--- src/rtl/issue_scheduler.sv ---
// ---------------------------------------------------------------------------
// issue_scheduler
//
// Decides each cycle which reservation queues (integer, load/store,
// multiplier, divider) may issue. Results from all four execution units
// share one common data bus (CDB), so the scheduler tracks CDB slot
// reservations in a shift register. A unit with latency L is granted only
// when CDB slot t+L is free. A counter tracks occupancy of the non-pipelined
// divider. The oldest reservation slot names the unit that drives the CDB
// in the current cycle.
//
// Parameters:
//   MULT_LAT  multiplier issue-to-CDB latency (pipelined), 2 <= MULT_LAT < DIV_LAT
//   DIV_LAT   divider issue-to-CDB latency (non-pipelined)
//
// Ports:
//   clk              rising-edge clock
//   rst              asynchronous active-high reset
//   ready_*          queue holds an issuable entry (int, lw_sw, mult, div)
//   issue_stall      branch stall, suppresses every grant
//   issue_*          combinational grant to the matching queue
//   div_busy         divider occupied by an earlier issue
//   cdb_owner        unit driving the CDB this cycle (00 int, 01 lw_sw, 10 mult, 11 div)
//   cdb_owner_valid  CDB carries a result this cycle
// ---------------------------------------------------------------------------
module issue_scheduler #(
    parameter int MULT_LAT = 4,
    parameter int DIV_LAT  = 7
) (
    input  logic       clk,
    input  logic       rst,
    input  logic       ready_int,
    input  logic       ready_lw_sw,
    input  logic       ready_mult,
    input  logic       ready_div,
    input  logic       issue_stall,
    output logic       issue_int,
    output logic       issue_lw_sw,
    output logic       issue_mult,
    output logic       issue_div,
    output logic       div_busy,
    output logic [1:0] cdb_owner,
    output logic       cdb_owner_valid
);

    localparam int CNT_W = $clog2(DIV_LAT);

    localparam logic [1:0] CODE_INT  = 2'b00;
    localparam logic [1:0] CODE_LS   = 2'b01;
    localparam logic [1:0] CODE_MULT = 2'b10;
    localparam logic [1:0] CODE_DIV  = 2'b11;

    // rsv_vld[k] / rsv_code[k]: CDB slot k cycles from now is claimed by rsv_code[k]
    logic [DIV_LAT:0] rsv_vld;
    logic [1:0]       rsv_code [0:DIV_LAT];
    logic [DIV_LAT:0] rsv_vld_nxt;
    logic [1:0]       rsv_code_nxt [0:DIV_LAT];

    logic [CNT_W-1:0] div_cnt;
    logic [CNT_W-1:0] div_cnt_nxt;
    logic             rr_ptr;      // 0 = prefer int, 1 = prefer lw_sw
    logic             rr_ptr_nxt;

    logic allow;
    logic int_ok;
    logic ls_ok;

    assign div_busy        = (div_cnt != '0);
    assign cdb_owner       = rsv_code[0];
    assign cdb_owner_valid = rsv_vld[0];

    // Grant logic: int and lw_sw compete for slot 1; mult and div each look
    // at their own slot, so they are independent of the int/lw_sw choice.
    always_comb begin
        allow       = !issue_stall && !rst;
        int_ok      = ready_int   && !rsv_vld[1];
        ls_ok       = ready_lw_sw && !rsv_vld[1];
        issue_int   = allow && int_ok && (!ls_ok || !rr_ptr);
        issue_lw_sw = allow && ls_ok  && (!int_ok || rr_ptr);
        issue_mult  = allow && ready_mult && !rsv_vld[MULT_LAT];
        issue_div   = allow && ready_div && !div_busy && !rsv_vld[DIV_LAT];
    end

    // Next reservation state: shift one slot toward the bus, then claim the
    // slot for each grant. The claimed slot was checked free before the
    // grant, so the write never lands on a valid entry.
    always_comb begin
        rsv_vld_nxt = {1'b0, rsv_vld[DIV_LAT:1]};
        for (int k = 0; k < DIV_LAT; k++) begin
            rsv_code_nxt[k] = rsv_code[k+1];
        end
        rsv_code_nxt[DIV_LAT] = 2'b00;

        if (issue_int) begin
            rsv_vld_nxt[0]  = 1'b1;
            rsv_code_nxt[0] = CODE_INT;
        end
        if (issue_lw_sw) begin
            rsv_vld_nxt[0]  = 1'b1;
            rsv_code_nxt[0] = CODE_LS;
        end
        if (issue_mult) begin
            rsv_vld_nxt[MULT_LAT-1]  = 1'b1;
            rsv_code_nxt[MULT_LAT-1] = CODE_MULT;
        end
        if (issue_div) begin
            rsv_vld_nxt[DIV_LAT-1]  = 1'b1;
            rsv_code_nxt[DIV_LAT-1] = CODE_DIV;
        end
    end

    // Round-robin pointer and divider occupancy counter.
    always_comb begin
        rr_ptr_nxt = rr_ptr;
        if (issue_int) begin
            rr_ptr_nxt = 1'b1;
        end else if (issue_lw_sw) begin
            rr_ptr_nxt = 1'b0;
        end

        div_cnt_nxt = div_cnt;
        if (issue_div) begin
            div_cnt_nxt = CNT_W'(DIV_LAT - 1);
        end else if (div_cnt != '0) begin
            div_cnt_nxt = div_cnt - CNT_W'(1);
        end
    end

    always_ff @(posedge clk or posedge rst) begin
        if (rst) begin
            rsv_vld <= '0;
            for (int k = 0; k <= DIV_LAT; k++) begin
                rsv_code[k] <= 2'b00;
            end
            div_cnt <= '0;
            rr_ptr  <= 1'b0;
        end else begin
            rsv_vld <= rsv_vld_nxt;
            for (int k = 0; k <= DIV_LAT; k++) begin
                rsv_code[k] <= rsv_code_nxt[k];
            end
            div_cnt <= div_cnt_nxt;
            rr_ptr  <= rr_ptr_nxt;
        end
    end

endmodule
--- config.mk ---
export PLATFORM = sky130hd
export DESIGN_NAME = issue_scheduler
export DESIGN_NICKNAME = d
export VERILOG_FILES = /design/src/rtl/issue_scheduler.sv
export SDC_FILE = /design/constraint.sdc
export NUM_CORES = 1
export LEC_CHECK = 0
export ABC_AREA = 1
export CAP_MARGIN = 15
export CORE_UTILIZATION = 41
export CTS_BUF_LIST = sky130_fd_sc_hd__clkbuf_8 sky130_fd_sc_hd__clkbuf_16
export DETAILED_ROUTE_END_ITERATION = 10
export PLACE_DENSITY_LB_ADDON = 0.05
export SETUP_SLACK_MARGIN = 0.2
export SLEW_MARGIN = 10
export SYNTH_ARGS = -nofsm -noshare
export SYNTH_HDL_FRONTEND = slang
export SYNTH_SLANG_ARGS = --single-unit
--- constraint.sdc ---
create_clock -name clk -period 1.15 [get_ports clk]
set_input_delay 0.23 -clock clk [delete_from_list [all_inputs] [get_ports clk]]
set_output_delay 0.23 -clock clk [all_outputs]
set_load 0.005 [all_outputs]
==> results_dict.tcl <==
set metrics [dict create \
    yosysWarnings 0 \
    rsz0062_at_grt "true" \
    worstPathArrival_ps 1300 \
    max_freq_mhz 654 \
    ys_types 11 \
    final_cell_mix "19 x buf_6, 17 x buf_4, 16 x dfrtp_1" \
    clk_pin_slew_ps 60 \
    finalCritPeriodShare_pct 133 \
    worstMarginPinSlew_ps 207 \
    cp-end-kind "output pin" \
    slew_viol_final 0 \
    setup_viol 9 \
    io_buffers 14 \
    status "finished, violations left" \
    drive_above_1_share_pct 66.1 \
    use_met1_pct 24.7 \
    yosysSeqAreaShare_pct 62.3 \
    ant_nets 0 \
    ctsLongestPathBuffers 2 \
    syn_inst 66 \
    clockRootBuffer "clkbuf_8" \
    grt_util_met3_pct 6.09 \
    ioPinCount 15 \
    grt_pass1_wl_mm 2.86 \
    fin_cells 130 \
    fin_tns_setup_ps -2490 \
    cts_sinks 16 \
    grt_max_degree 10 \
    grtUsageMet2_pct 41.3 \
    grt_use_total_pct 22.7 \
    via_per_inst 4.62 \
    antenna_found_initial 0 \
    layout_setup_ws_ps -379 \
    wl_mm 1.87 \
    initial_utilization_pct 46.5 \
    die_y_um 41.6 \
    top_usage_layer "met2" \
    die-area_mm2 0.00173 \
    rows 13 \
    first_pass_iters 3 \
    drc 0 \
    vias 601 \
    power.density_mw_per_mm2 1990 \
    syn-num-nets 75 \
    avgSynthCellArea_um2 9.74 \
    final_nets 125 \
    hpwl_um 791 \
    cp-start-kind "register" \
    diodes 0 \
    wl_per_cell_um 14.4 \
    slew-limit-headroom_pct 86.1 \
    routabilityCongestion 0.783 \
    area_growth_pct 90.3 \
    maxCapViolations 0 \
    ys_ff_latch 16 \
    worst-setup-path-type "register to output pin" \
    peakVddDrop_v 0.00136 \
    violations "negative setup slack" \
    critical_path.max_fanout 2 \
    finalHoldViolations 0 \
    power.total_w 0.00243 \
    period_minus_slack_ps 1530 \
    p_leak_nw 0.672 \
    core_mm2 0.00138 \
    cts_tree "built" \
    fill_cells 62 \
    pre_cts_slack_ps -683 \
    grt_overflow 0 \
    critPathRequiredTime_ps 920 \
    grt_pass1_vias 633 \
    die_w_um 41.6 \
    h-tree-depth 1 \
    hold_ws_ps 353 \
    fin_skew_ps 1.75 \
    numCtsBuffers 3 \
    final_common_cell "buf_6" \
    clock_latency_ps 250 \
    drtIter0Drc 2 \
    dp_cells 100 \
    min_path_type "register to register" \
    syn_area_um2 643 \
]
-- path summary, 6_finish.rpt --
check | startpoint | end | slack, ps | cells after the start
worst max-delay path | div_cnt[1] | div_busy | -380 | 7
worst min register to register | rsv_code[9] | rsv_code[11] | 350 | 0
max in group asynchronous | rst | div_cnt[2] | 450 | 4
worst min-delay path | rsv_code[9] | rsv_code[11] | 350 | 0
worst max register to register | div_cnt[1] | div_cnt[2] | -350 | 12
min in group asynchronous | rst | rsv_code[11] | 560 | 4
-- where the power goes --
group | leakage [nW] | internal [W] | switching, W | total, W
Clock | 0.0288 | 0.000303 | 0.000191 | 0.000494
Combinational | 0.432 | 0.000674 | 0.000535 | 0.00121
Sequential | 0.211 | 0.000663 | 0.0000681 | 0.000731
Total | 0.672 | 0.00164 | 0.000794 | 0.00243
-- metrics by stage --
step / utilization (%) / instance area [µm²]
final: 88.5 / 1220
after global routing: 88.5 / 1220
after CTS: 80.6 / 1110
after detailed placement: 62.5 / 865
after global placement: 62.5 / 865
after floorplan: - / 661
-- cells by family after synthesis --
logic type                 synth area share, %
DFF                                       62.3
adders and majority gates                 3.89
AOI/OAI and AO/OA                         1.56
and+or+nand+nor                           21.2
buffers and inverters                     11.1
-- Yosys cell counts, drive strengths merged --
| library cell | number | area share (%) |
|---|---|---|
| nand2 | 15 | 9.5 |
| nor2 | 8 | 7.0 |
| ha | 2 | 3.9 |
| o21ai | 2 | 1.6 |
| nand3 | 6 | 4.7 |
| inv | 13 | 7.6 |
| clkbuf | 2 | 1.2 |
| dfrtp | 16 | 62 |
| buf | 2 | 2.3 |
-- routing by layer --
metal	vias to the layer above	wire length [µm]
li1	292	-
met1	290	764
met2	15	1010
met3	4	63
met4	0	28
met5	-	0
-- timing repair --
item,4_1_cts,5_1_grt
resized for setup,64,19
endpoints found under the hold margin,7,0
hold buffers,1,0
pin swaps,18,10
setup buffers,20,5
endpoints found under the setup margin,14,15
-- state kept, by name, summed over array words and instances (netlist names) --
name       count
div_cnt        3
rsv_vld        1
rr_ptr         1
cdb_owner      2
rsv_code       9
-- area by class of cell --
| type | count | area, µm² | share of cell area [%] |
|---|---|---|---|
| repair buffers | 49 | 428 | 35.0 |
| well taps | 15 | 18.8 | 1.53 |
| inverters | 13 | 48.8 | 3.99 |
| clock buffers | 4 | 55.1 | 4.50 |
| flip-flops and latches | 16 | 400 | 32.7 |
| multi-input cells | 33 | 273 | 22.3 |
-- critical path, stage by stage (launching register included) --
cell	delay, ps
dfrtp_1	400
inv_2	80
ha_4	130
inv_2	40
nor2_4	120
inv_2	60
buf_6	120
buf_6	110
Power figures use the tool's default switching activity.
